--- src/rtl/escalonador_tiros.sv ---
// Enemy fire scheduler: each period picks a pseudo-random living enemy and
// launches a bullet from it into the lowest free bullet slot.
module escalonador_tiros #(
   parameter int PERIODO_TICKS = 50000000,
   parameter int DESLOC_Y      = 35
) (
   input  logic        CLOCK_50,
   input  logic        reset,
   input  logic        pausa,
   input  logic        reiniciarJogo,
   input  logic [7:0]  inimigo_vivo,
   input  logic [79:0] inimigo_x,
   input  logic [79:0] inimigo_y,
   input  logic [3:0]  slot_livre,
   output logic [3:0]  disparo,
   output logic [9:0]  disparo_x,
   output logic [9:0]  disparo_y,
   output logic [2:0]  atirador,
   output logic [7:0]  perdidos,
   output logic [7:0]  lfsr_dbg
);

   localparam int             CW     = $clog2(PERIODO_TICKS);
   localparam logic [CW-1:0]  CARGA  = CW'(PERIODO_TICKS - 1);
   localparam logic [10:0]    DESLOC = 11'(DESLOC_Y);
   localparam logic [10:0]    Y_MAX  = 11'd479;

   typedef enum logic [1:0] {
      OCIOSO  = 2'd0,
      ESCOLHE = 2'd1,
      PROCURA = 2'd2,
      DISPARA = 2'd3
   } estado_t;

   // Fibonacci taps 8,6,5,4; the zero guard keeps the sequence alive after any upset.
   function automatic logic [7:0] lfsr_passo(input logic [7:0] v);
      logic [7:0] n;
      n = {v[6:0], v[7] ^ v[5] ^ v[4] ^ v[3]};
      if (n == 8'h00) begin
         lfsr_passo = 8'hA5;
      end else begin
         lfsr_passo = n;
      end
   endfunction

   function automatic logic [7:0] soma_sat(input logic [7:0] v, input logic [1:0] inc);
      logic [8:0] s;
      s = {1'b0, v} + {7'd0, inc};
      if (s > 9'd255) begin
         soma_sat = 8'hFF;
      end else begin
         soma_sat = s[7:0];
      end
   endfunction

   estado_t       estado_q, estado_d;
   logic [CW-1:0] cnt_q, cnt_d;
   logic          pendente_q, pendente_d;
   logic [7:0]    lfsr_q, lfsr_d;
   logic [2:0]    cand_q, cand_d;
   logic [2:0]    conta_q, conta_d;
   logic [9:0]    lat_x_q, lat_x_d;
   logic [9:0]    lat_y_q, lat_y_d;
   logic [2:0]    lat_idx_q, lat_idx_d;
   logic [3:0]    reserva_q, reserva_d;
   logic [2:0]    atirador_q, atirador_d;
   logic [7:0]    perdidos_q, perdidos_d;

   logic [3:0]    livre_s, escolha_s;
   logic [10:0]   y_soma_s;
   logic          pode_s, vivo_cand_s, tick_s, consome_s;
   logic [9:0]    cand_x_s, cand_y_s;
   logic [1:0]    inc_s;

   // Candidate enemy lookup, lowest free slot and spawn-height check.
   always_comb begin
      livre_s     = slot_livre & ~reserva_q;
      vivo_cand_s = inimigo_vivo[cand_q];
      cand_x_s    = inimigo_x[10*int'(cand_q) +: 10];
      cand_y_s    = inimigo_y[10*int'(cand_q) +: 10];
      if (livre_s[0]) begin
         escolha_s = 4'b0001;
      end else if (livre_s[1]) begin
         escolha_s = 4'b0010;
      end else if (livre_s[2]) begin
         escolha_s = 4'b0100;
      end else if (livre_s[3]) begin
         escolha_s = 4'b1000;
      end else begin
         escolha_s = 4'b0000;
      end
      y_soma_s = {1'b0, lat_y_q} + DESLOC;
      pode_s   = (livre_s != 4'd0) && (y_soma_s <= Y_MAX);
   end

   // The launch pulse lives for the single unpaused DISPARA cycle, so pausa gates it directly.
   always_comb begin
      disparo   = 4'd0;
      disparo_x = 10'd0;
      disparo_y = 10'd0;
      if ((estado_q == DISPARA) && !pausa && !reiniciarJogo && pode_s) begin
         disparo   = escolha_s;
         disparo_x = lat_x_q;
         disparo_y = y_soma_s[9:0];
      end else begin
         disparo   = 4'd0;
      end
   end

   // Next-state: period counter, LFSR, slot reservations and search FSM.
   always_comb begin
      estado_d   = estado_q;
      cnt_d      = cnt_q;
      pendente_d = pendente_q;
      lfsr_d     = lfsr_q;
      cand_d     = cand_q;
      conta_d    = conta_q;
      lat_x_d    = lat_x_q;
      lat_y_d    = lat_y_q;
      lat_idx_d  = lat_idx_q;
      reserva_d  = reserva_q;
      atirador_d = atirador_q;
      perdidos_d = perdidos_q;
      inc_s      = 2'd0;
      tick_s     = 1'b0;
      consome_s  = 1'b0;
      if (reiniciarJogo) begin
         estado_d   = OCIOSO;
         cnt_d      = CARGA;
         pendente_d = 1'b0;
         cand_d     = 3'd0;
         conta_d    = 3'd0;
         lat_x_d    = 10'd0;
         lat_y_d    = 10'd0;
         lat_idx_d  = 3'd0;
         reserva_d  = 4'd0;
         atirador_d = 3'd0;
         perdidos_d = 8'd0;
      end else if (pausa) begin
         estado_d = estado_q;
      end else begin
         lfsr_d    = lfsr_passo(lfsr_q);
         tick_s    = (cnt_q == {CW{1'b0}});
         consome_s = (estado_q == OCIOSO) && pendente_q;
         if (tick_s) begin
            cnt_d = CARGA;
         end else begin
            cnt_d = cnt_q - {{(CW-1){1'b0}}, 1'b1};
         end
         pendente_d = tick_s | (pendente_q & ~consome_s);
         if (tick_s && pendente_q && !consome_s) begin
            inc_s = 2'd1;
         end else begin
            inc_s = 2'd0;
         end
         // A reservation holds only until its bullet is seen leaving park.
         reserva_d = reserva_q & slot_livre;
         case (estado_q)
            OCIOSO: begin
               if (pendente_q) begin
                  estado_d = ESCOLHE;
               end else begin
                  estado_d = OCIOSO;
               end
            end
            ESCOLHE: begin
               cand_d   = lfsr_q[2:0];
               conta_d  = 3'd0;
               estado_d = PROCURA;
            end
            PROCURA: begin
               if (vivo_cand_s) begin
                  lat_x_d   = cand_x_s;
                  lat_y_d   = cand_y_s;
                  lat_idx_d = cand_q;
                  estado_d  = DISPARA;
               end else if (conta_q == 3'd7) begin
                  inc_s    = inc_s + 2'd1;
                  estado_d = OCIOSO;
               end else begin
                  cand_d  = cand_q + 3'd1;
                  conta_d = conta_q + 3'd1;
               end
            end
            DISPARA: begin
               if (pode_s) begin
                  reserva_d  = reserva_d | escolha_s;
                  atirador_d = lat_idx_q;
               end else begin
                  inc_s = inc_s + 2'd1;
               end
               estado_d = OCIOSO;
            end
            default: begin
               estado_d = OCIOSO;
            end
         endcase
         perdidos_d = soma_sat(perdidos_q, inc_s);
      end
   end

   // State registers.
   always_ff @(posedge CLOCK_50 or negedge reset) begin
      if (!reset) begin
         estado_q   <= OCIOSO;
         cnt_q      <= CARGA;
         pendente_q <= 1'b0;
         lfsr_q     <= 8'hA5;
         cand_q     <= 3'd0;
         conta_q    <= 3'd0;
         lat_x_q    <= 10'd0;
         lat_y_q    <= 10'd0;
         lat_idx_q  <= 3'd0;
         reserva_q  <= 4'd0;
         atirador_q <= 3'd0;
         perdidos_q <= 8'd0;
      end else begin
         estado_q   <= estado_d;
         cnt_q      <= cnt_d;
         pendente_q <= pendente_d;
         lfsr_q     <= lfsr_d;
         cand_q     <= cand_d;
         conta_q    <= conta_d;
         lat_x_q    <= lat_x_d;
         lat_y_q    <= lat_y_d;
         lat_idx_q  <= lat_idx_d;
         reserva_q  <= reserva_d;
         atirador_q <= atirador_d;
         perdidos_q <= perdidos_d;
      end
   end

   assign atirador = atirador_q;
   assign perdidos = perdidos_q;
   assign lfsr_dbg = lfsr_q;

endmodule

--- config.mk ---
export PLATFORM = sky130hd
export DESIGN_NAME = escalonador_tiros
export DESIGN_NICKNAME = d
export VERILOG_FILES = /design/src/rtl/escalonador_tiros.sv
export SDC_FILE = /design/constraint.sdc
export NUM_CORES = 1
export LEC_CHECK = 0
export ABC_AREA = 1
export BUFFER_PORTS_ARGS = -buffer_cell sky130_fd_sc_hd__buf_4
export CAP_MARGIN = 20
export CORE_MARGIN = 1.5
export CORE_UTILIZATION = 45
export DETAILED_ROUTE_END_ITERATION = 7
export HOLD_SLACK_MARGIN = 0.08
export PLACE_DENSITY = 0.81
export SETUP_SLACK_MARGIN = 0.4
export SLEW_MARGIN = 20
export SYNTH_ARGS = -nofsm -noshare
export SYNTH_HDL_FRONTEND = slang
export SYNTH_SLANG_ARGS = --single-unit
--- constraint.sdc ---
create_clock -name CLOCK_50 -period 3.6 [get_ports CLOCK_50]
set_input_delay 1.08 -clock CLOCK_50 [delete_from_list [all_inputs] [get_ports CLOCK_50]]
set_output_delay 1.08 -clock CLOCK_50 [all_outputs]
set_load 0.02 [all_outputs]
==> out/results.ini <==
[status]
status=finished clean

[global_route]
grt_pass1_vias=6610
grt-ovfl-total=0
grt_max_degree=81
grt_util_all_layers_pct=28.7
antenna_found_initial=0
grt_first_pass_wirelength_mm=32.5

[floorplan]
dieHeight_um=119
fp.coreArea_mm2=0.0131
die_x_um=119
ioPinCount=219
initial_core_util_pct=45.9
rows=42
dieArea_mm2=0.0141

[route]
vias=7037
drt_iter0_drc=601
wl_mm=20.2
postRouteAntennaNets=0
drc_errors=0
routedWlPerCell_um=15.3
dr.pass1.iters=7
viasPerCell=5.35

[sta]
hold_viol=0
finalMaxSlewViolations=0
max_slew_margin_pct=50.0
rsz0062_at_grt=yes
finalSetupViolCount=0
min_period_over_period_pct=94.6
clock-skew-final_ps=6.72
clock.fmax_mhz=294
worstMarginPinSlew_ps=748
min_period_ps=3400

[clock_network]
cts_buffers=9
clock_latency_ps=350
cts_num_sinks=81
cts_root_buffer=clkbuf_16
clockBufferDepth=2
cts_tree=built
clk_pin_slew_ps=60
cts-htree-levels=3

[setup_path]
start_kind=input pin
path_max_fanout=9
r2r-start=cnt_q[18]$_DFFE_PN0N_
worstSetupPathType=input pin to primary output
cp_slowest_stage_delay_ps=610
r2r-end=perdidos[2]$_DFFE_PN0N_
required_ps=2520
cp_common_cell=nor2_4
reg2reg_depth=20
rrSetupSlack_ps=290
cp.arrival_ps=2320
crit_path_end_kind=primary output
path_cells=buf_4 -> nor2_4 -> nand2_8 -> nor2_4 -> buf_6
slowest_stage=nor2_4

[power]
vdd_drop_max_mv=0.332
powerDensity_mw_per_mm2=283
leakagePower_nw=4.20
p_total_w=0.00251

[yosys]
synthTopCellsByArea=dfrtp_1, nor2_1, nand2_1, dfstp_2, o21ai_0
synth_top_area_cell=dfrtp_1
syn_area_mm2=0.00603
syn_inst=913
ys_types=41
ys_ff_latch=81
synth_top_flop_cell=dfrtp_1
yosys_warnings=0
synthTopCellsByCount=nor2_1, nand2_1, o21ai_0
synth_edf_count=0
ys_seq_area_share_pct=34.1
yosysMostFrequentCell=nor2_1
async_flop_share_pct=100
avgSynthCellArea_um2=6.60
synth_fp_nets=1099
synth_top_area_share_pct=24.5

[flow_run]
maxCapViolCount=0

[min_path]
hp-class=flip-flop to flip-flop
hold_end=reserva_q[0]$_DFFE_PN0N_
worstHoldStart=reserva_q[0]$_DFFE_PN0N_
hold_depth=2

[placed_design]
place_congestion=0.869
dp.cells=1270
dp.final_hpwl_mm=14.2
portBuffers=217

[finish]
syn2layout_area_growth_pct=46.9
num_antenna_cells=0
drive_above_1_share_pct=33.9
final-instance-count-excl-fill=1316
layout.nets=1321
fillers=1131

==> timing repair <==
| action | CTS | global route |
|---|---|---|
| hold buffers | 0 | 0 |
| resized for setup | 69 | 48 |
| gates cloned | 2 | 1 |
| setup buffers | 18 | 8 |
| pin swaps | 21 | 8 |
| endpoints found under the setup margin | 31 | 31 |
==> worst max-delay path: cells and delay by family <==
| kind | cells | cell delay (ps) |
|---|---|---|
| buffers and inverters | 2 | 290 |
| and+or+nand+nor | 3 | 940 |
==> cell usage in the layout (no fill, tap or decap), types with 21 or more instances in the layout <==
cell       n
dfstp_2   22
nor2_1   145
o21ai_1   33
o21ai_0   98
dfrtp_1   57
nand3_1   55
o22ai_1   51
nor2_4    23
inv_1     76
nand2_1  156
xor2_1    21
buf_4    225
buf_6     29
==> per-stage QoR <==
stage,cell area (um2),util [%],hold slack (ps),setup WS (ps),setup TNS [ps]
after floorplan,6110,-,449,376,0
after global placement,7860,59.8,465,97.6,0
after detailed placement,7860,59.8,465,-22.3,-47.3
after CTS,8560,65.2,482,280,0
after global routing,8860,67.4,506,77.9,0
final,8860,67.4,487,195,0
==> layout make-up <==
| cell class | instances | area (um2) | share of cell area [%] |
|---|---|---|---|
| clock inverter | 4 | 70.1 | 0.791 |
| clock buffer | 12 | 236 | 2.67 |
| inverter | 93 | 367 | 4.14 |
| sequential | 81 | 2060 | 23.2 |
| timing repair buffer | 257 | 2080 | 23.5 |
| multi-input combinational | 693 | 3830 | 43.2 |
| tap | 176 | 220 | 2.49 |
==> flip-flops by register name, summed over array words and instances (netlist names) <==
signal,cells
lat_idx_q,3
perdidos,8
estado_q,2
cand_q,3
pendente_q,1
lfsr_dbg,8
conta_q,3
lat_x_q,10
reserva_q,4
lat_y_q,10
atirador,3
cnt_q,26
==> logic make-up (layout without fill, tap and decap cells) <==
family                     Yosys count  count (layout)  share of synthesized area [%]
AOI/OAI and AO/OA                  222             222                           20.6
adders and majority gates           10              10                           2.20
DFF                                 81              81                           34.1
xor gates and xnor gates            26              26                           3.78
buffers and inverters              142             366                           9.38
and+or+nand+nor                    431             434                           29.9
other                                1               1                         0.0622
==> per-layer routing <==
metal	part of all wire (%)	global-route usage, %
met5	0	0
met1	44	39.4
met4	2.8	9.71
met3	6.2	5.50
met2	47	45.4
==> power by group <==
group | total, W | internal [W] | leakage, nW | switching (W)
registers | 0.00102 | 0.000970 | 1.03 | 0.0000487
clock network | 0.000971 | 0.000606 | 0.151 | 0.000365
logic | 0.000518 | 0.000257 | 3.02 | 0.000261
==> worst max path at each step <==
stage | startpoint | to | slack, ps | depth (start not counted)
global placement | slot_livre[1] | perdidos[5]$_DFFE_PN0N_ | 100 | 21
CTS | slot_livre[0] | disparo[2] | 280 | 13
global route | cnt_q[0]$_DFFE_PN1N_ | perdidos[5]$_DFFE_PN0N_ | 80 | 23
detailed placement | slot_livre[1] | perdidos[6]$_DFFE_PN0N_ | -20 | 21
finish | pausa | disparo_x[4] | 200 | 5
floorplan | cnt_q[1]$_DFFE_PN1N_ | perdidos[5]$_DFFE_PN0N_ | 380 | 23
No activity file was read; power rests on OpenSTA's default activity.
